<file path="config.mk">
export PLATFORM = sky130hd
export DESIGN_NAME = regfile_write_bank
export DESIGN_NICKNAME = d
export VERILOG_FILES = /design/src/rtl/regfile_pkg.sv /design/src/rtl/regfile_write_bank_decoder.sv /design/src/rtl/regfile_write_bank.sv
export SDC_FILE = /design/constraint.sdc
export NUM_CORES = 1
export LEC_CHECK = 0
export CAP_MARGIN = 20
export CORE_MARGIN = 5
export CORE_UTILIZATION = 25
export DETAILED_ROUTE_END_ITERATION = 8
export PLACE_DENSITY = 0.5
export SYNTH_ARGS = -nofsm -noshare
export SYNTH_HDL_FRONTEND = slang
export SYNTH_SLANG_ARGS = --single-unit
</file>
<file path="constraint.sdc">
create_clock -name clk -period 2 [get_ports clk]
set_input_delay 0.4 -clock clk [delete_from_list [all_inputs] [get_ports clk]]
set_output_delay 0.4 -clock clk [all_outputs]
set_load 0.05 [all_outputs]
</file>
<file path="src/rtl/regfile_pkg.sv">
// Shared constants and state encoding for the register file (write bank and read mux).
package regfile_pkg;

    localparam int unsigned NUM_REGS = 32;
    localparam int unsigned SEL_W    = 5;

    typedef enum logic {
        IDLE  = 1'b0,
        CLEAR = 1'b1
    } state_t;

endpackage

</file>
<file path="src/rtl/regfile_write_bank_decoder.sv">
// 1:32 one-hot decoder with enable.
// Ports: en (decode enable), sel (register index), onehot (one-hot load enables, all 0 when en=0).
module decoder_5to32
    import regfile_pkg::*;
(
    input  logic                en,
    input  logic [SEL_W-1:0]    sel,
    output logic [NUM_REGS-1:0] onehot
);

    assign onehot = en ? (NUM_REGS'(1) << sel) : '0;

endmodule

</file>
<file path="src/rtl/regfile_write_bank.sv">
// Write side of the register file: handshaked single writes, sequenced 32-cycle clear-all,
// flat view of all registers for the read mux.
// Ports: clk, rst (sync, active-high); wr_valid/wr_ready/wr_sel/wr_data write channel;
//        clr_req/clr_busy clear-all control; last_write one-hot of previous cycle's write;
//        regs_flat register k at [k*n +: n].
module regfile_write_bank
    import regfile_pkg::*;
#(
    parameter int unsigned n       = 8,
    parameter bit          ZERO_R0 = 1'b0
) (
    input  logic                  clk,
    input  logic                  rst,
    input  logic                  wr_valid,
    output logic                  wr_ready,
    input  logic [SEL_W-1:0]      wr_sel,
    input  logic [n-1:0]          wr_data,
    input  logic                  clr_req,
    output logic                  clr_busy,
    output logic [NUM_REGS-1:0]   last_write,
    output logic [NUM_REGS*n-1:0] regs_flat
);

    state_t                state;
    state_t                state_next;
    logic [SEL_W-1:0]      cnt;
    logic [SEL_W-1:0]      cnt_next;
    logic                  fire;
    logic                  dec_en;
    logic [SEL_W-1:0]      dec_sel;
    logic [NUM_REGS-1:0]   dec_out;
    logic [NUM_REGS-1:0]   load_en;
    logic [NUM_REGS-1:0]   lw_next;
    logic [n-1:0]          load_data;
    logic [n-1:0]          regs_q [NUM_REGS];

    // Ready is gated by rst so no write can fire on a reset edge.
    assign wr_ready = (state == IDLE) && !rst;
    assign fire     = wr_valid && wr_ready;
    assign clr_busy = (state == CLEAR);

    // Next state, counter and decoder steering.
    always_comb begin
        state_next = state;
        cnt_next   = cnt;
        dec_en     = fire;
        dec_sel    = wr_sel;
        load_data  = wr_data;
        case (state)
            IDLE: begin
                if (clr_req) begin
                    state_next = CLEAR;
                    cnt_next   = '0;
                end
            end
            CLEAR: begin
                dec_en    = 1'b1;
                dec_sel   = cnt;
                load_data = '0;
                cnt_next  = cnt + SEL_W'(1);
                if (cnt == SEL_W'(NUM_REGS - 1)) begin
                    state_next = IDLE;
                end
            end
            default: state_next = IDLE;
        endcase
    end

    decoder_5to32 u_dec (
        .en     (dec_en),
        .sel    (dec_sel),
        .onehot (dec_out)
    );

    // Hardwired-zero r0 swallows writes but the sweep still clears it.
    always_comb begin
        load_en = dec_out;
        if (ZERO_R0 && (state == IDLE)) begin
            load_en[0] = 1'b0;
        end
        lw_next = (state == IDLE) ? load_en : '0;
    end

    // State, counter and write indication.
    always_ff @(posedge clk) begin
        if (rst) begin
            state      <= IDLE;
            cnt        <= '0;
            last_write <= '0;
        end else begin
            state      <= state_next;
            cnt        <= cnt_next;
            last_write <= lw_next;
        end
    end

    // Register storage.
    always_ff @(posedge clk) begin
        for (int k = 0; k < NUM_REGS; k++) begin
            if (rst) begin
                regs_q[k] <= '0;
            end else if (load_en[k]) begin
                regs_q[k] <= load_data;
            end
        end
    end

    for (genvar g = 0; g < NUM_REGS; g++) begin : g_flat
        assign regs_flat[g*n +: n] = regs_q[g];
    end

endmodule

</file>
# Word level (Yosys, flattened, before mapping)
# Memory sizes are Yosys's and may differ from the RTL's.
# Cells that the tools add are included.
# classes
n_mux	139
addsub	1
shift	1
n_eq_ne	2
bitwise_logic	33
reduce_logical	4
# op_table
op	n
$mux 8	33
$mux 1	101
$mux 32	1
$or 1x1->1	32
$shl 1x5->32 const A	1
$mux 5	2
$pmux 5 s2	1
$add 5x1->5 const B	1
$eq 5x5->1 const B	1
$logic_and 1x1->1	2
$ne 2x2->1 const B	1
$pmux 1 s2	1
$reduce_or 2->1	1
$logic_not 1->1	1
$not 1->1	1
# word_totals
mem_count	1
ff_bits	38
word_cells	184
ram_bits	256
output_inout_bits	290
inputBits	17
# memory_table
name	words	word_bits	read_ports	rd_ports_with_merged_regs	write_ports	line_no	text
regs_q	32	8	32	0	32	regfile_write_bank.sv:35	logic [n-1:0] regs_q [NUM_REGS];

# Depth between registers and ports, before layout
# depth
word_depth	9
ltp_mapped	7
depth_no_buf	5

# Cells and area by module
# From an unflattened synthesis, not the netlist that was laid out.
# unflattened
hier_cells	753
area_unflattened_um2	11426.0
# by_module_without_submodules
module	cells_per_inst	seq_area_each_um2	instances	area_each_um2
regfile_write_bank	706	8448.1	1	11192.0
decoder_5to32	47	0.0	1	234.0

# Worst setup path after synthesis
# OpenSTA, ideal clock, no wires.
# synth_timing
path_type	register to register
start	reg state, in the netlist clr_busy
end	mem regs_q[0][0], enable pin
required_ns	1.625
arrival_ns	2.100
n_path_buf	3
setup_slack_ns	-0.475
stages_incl_launch_ff	7
setup_ns	0.375
synth_period_minus_slack_ns	2.475
cell_sequence	dfxtp_1 > buf_6 > buf_2 > buf_2 > nor3b_1 > o21ai_0 > o21bai_1
# synth_lines
item	line_no	text
start, declared	regfile_write_bank.sv:24	state_t state;
start signal, assigned	regfile_write_bank.sv:91	state <= state_next;
end, declared	regfile_write_bank.sv:35	

==> results_dict.tcl <==
set metrics [dict create \
    yosys.area.top_type "edfxtp_1" \
    cts_max_level 1 \
    seq_area_frac_synth_pct 73.7 \
    ys_seq_elements 294 \
    p_leak_nw 8.02 \
    grt_max_degree 65 \
    status "complete, no violations" \
    synth_cell_types 37 \
    rsz0062_at_grt "no" \
    first_pass_iters 4 \
    worstSetupPathType "reg -> reg" \
    max_freq_mhz 524 \
    final_max_slew_viol_count 0 \
    grt_usage_pct 15.0 \
    ir_drop_uv 556 \
    synth_nets 798 \
    crit_slowest_cell "or3b_1" \
    io_buffer_count 306 \
    min_path_type "in -> reg" \
    via_per_inst 4.50 \
    place_area_um2 16200 \
    tns_ns 0 \
    hold_buffers 0 \
    clock_latency_ns 0.57 \
    io_pins 307 \
    grt_pass1_vias 8064 \
    post-dp-hpwl_mm 26.3 \
    dieArea_um2 50200 \
    wl_mm 39.5 \
    ys.flop_type "edfxtp_1" \
    finalPower_w 0.0146 \
    crit_arrival_ns 2.20 \
    comb_power_share_pct 13.7 \
    yosys_warnings 0 \
    cts_tree "yes" \
    finish.utilization_pct 37.1 \
    row_count 78 \
    startpoint_type "flop" \
    cp_top_family "simple AND/OR/NAND/NOR gates" \
    syn_inst 779 \
    synth_edf_count 256 \
    fin_crit_ns 1.91 \
    path_buf_inv 2 \
    fin_crit_sh_pct 95.4 \
    slew_headroom_pct 34.2 \
    clock_path_buffers 3 \
    gp_congestion 0.756 \
    first_iter_violations 527 \
    timing.hold.ws_ns 0.412 \
    postRouteAntennaNets 0 \
    power_density_nw_per_um2 865 \
    die_h_um 224 \
    fillers 4442 \
    report.final.setup_viol 0 \
    crit_fanout 22 \
    drc 0 \
    syn_area_um2 11500 \
    cap_violations 0 \
    grt_pass1_wl_mm 56.3 \
    core_um2 45400 \
    synthTopCellsByArea "edfxtp_1, and3_1, dfxtp_1" \
    synth_common_cells "and3_1, edfxtp_1, clkbuf_1, dfxtp_1, nor3_1" \
    clock_power_share_pct 38.5 \
    synthMostInstantiatedCell "and3_1" \
    synth-async-reset-ratio_pct 0 \
    switchingPower_w 0.00389 \
    post_cts_buffers 0 \
    die_width_um 224 \
    worstSetupEndpointType "flop" \
    clkSinkCount 294 \
    cts_made_buffers 31 \
    postSynthAreaPerCell_um2 14.7 \
    tightest_slew_ns 0.987 \
    synthDominantCellAreaShare_pct 67.1 \
    finClkSkew_ns 0.0207 \
    route.detailed.wl_per_inst_um 22.3 \
    hold_violations 0 \
    drive_gt1_share_pct 21.0 \
    seq_power_share_pct 47.8 \
    final_area_um2 16800 \
    vias 7960 \
    cp.required_ns 2.30 \
    grt_antenna_before_repair 7 \
    cpPeakStageDelay_ns 0.47 \
    area_growth_pct 46.9 \
    initial_core_util_pct 25.3 \
    cts.clk_slew.worst_paths_ns 0.06 \
    root_buffer "clkbuf_16" \
    cp_cell_sequence "or3b_1, a21oi_2, buf_4, a21o_1, buf_12" \
    switching_share_pct 26.7 \
    nets 1160 \
    gr-total-overflow 0 \
    p_int_w 0.0107 \
]
[area by class of cell]
type / count / area [um^2] / share of cell area, %
timing repair buffer: 419 / 3980 / 23.7
clock inverter: 16 / 154 / 0.914
tap: 600 / 751 / 4.46
antenna: 3 / 7.51 / 0.0446
multi-input combinational: 393 / 2660 / 15.8
sequential: 294 / 8450 / 50.2
clock buffer: 42 / 817 / 4.85
inverter: 2 / 7.51 / 0.0446
[worst paths after layout]
check | endpoint | cells past startpoint | start | slack, ns
worst max-delay path | regs_q[1][110]$_SDFFCE_PN0P_ | 5 | clr_busy$_SDFF_PP0_ | 0.09
worst min-delay path | regs_q[1][95]$_SDFFCE_PN0P_ | 2 | wr_data[7] | 0.41
worst max register to register | regs_q[1][110]$_SDFFCE_PN0P_ | 5 | clr_busy$_SDFF_PP0_ | 0.09
worst min register to register | cnt[0]$_SDFFE_PP0P_ | 2 | cnt[0]$_SDFFE_PP0P_ | 0.58
[cell usage in the layout (no fill, tap or decap), types with 5 or more instances in the layout]
cell type / instances
and3_1: 258
edfxtp_1: 256
dlygate4sd2_1: 244
buf_4: 116
buf_12: 43
dfxtp_1: 37
nor3_1: 33
clkbuf_16: 31
a21o_1: 23
clkbuf_1: 11
buf_2: 9
o21ai_0: 8
o21bai_2: 8
clkinv_2: 7
clkdlybuf4s50_1: 7
a21oi_2: 5
nor2_1: 5
[repair_timing]
item | in CTS | in global routing
setup endpoints to repair | 244 | 26
gates resized for setup | 244 | 4
gates cloned | 0 | 0
[per-stage QoR]
step / instances / setup slack [ns]
global placement: 1708 / -0.376
floorplan: 779 / -0.0428
finish: 1769 / 0.0922
global route: 1766 / 0.00925
detailed placement: 1708 / -0.395
CTS: 1766 / 0.0683
[worst register-to-register path, stage by stage (launching register included)]
cell     delay, ns
dfxtp_4       0.43
or3b_1        0.47
a21oi_2       0.25
buf_4         0.18
a21o_1        0.18
buf_12        0.13
[registers in the layout, indices dropped and copies added (netlist names)]
register,cells
cnt,5
clr_busy,1
last_write,32
regs_q,256
[power by group through the flow]
stage	Combinational, W	Sequential (W)	Clock [W]
after floorplan	0.000377	0.00785	0
after global placement	0.00214	0.00711	0
after detailed placement	0.00215	0.00710	0
after CTS	0.00203	0.00697	0.00573
after global routing	0.00209	0.00698	0.00601
final	0.00200	0.00696	0.00560
[routing by layer]
layer	part of all wire, %	global-route usage [%]	vias to the layer above
li1	-	-	3663
met1	43	19.9	3978
met2	48	24.9	268
met3	6.8	3.80	45
met4	1.4	2.87	6
met5	0.10	0	-
[logic make-up (layout without fill, tap and decap cells)]
group	after synthesis	in the layout	synth area share [%]
simple gates	325	325	17.8
flops	294	294	73.7
xor+xnor	1	1	0.0764
other cells	0	3	0
compound gates	58	58	3.55
mux	7	7	0.644
fa+ha+maj	2	2	0.218
buf+inv	92	479	4.05
(Power assumes the default switching activity.)
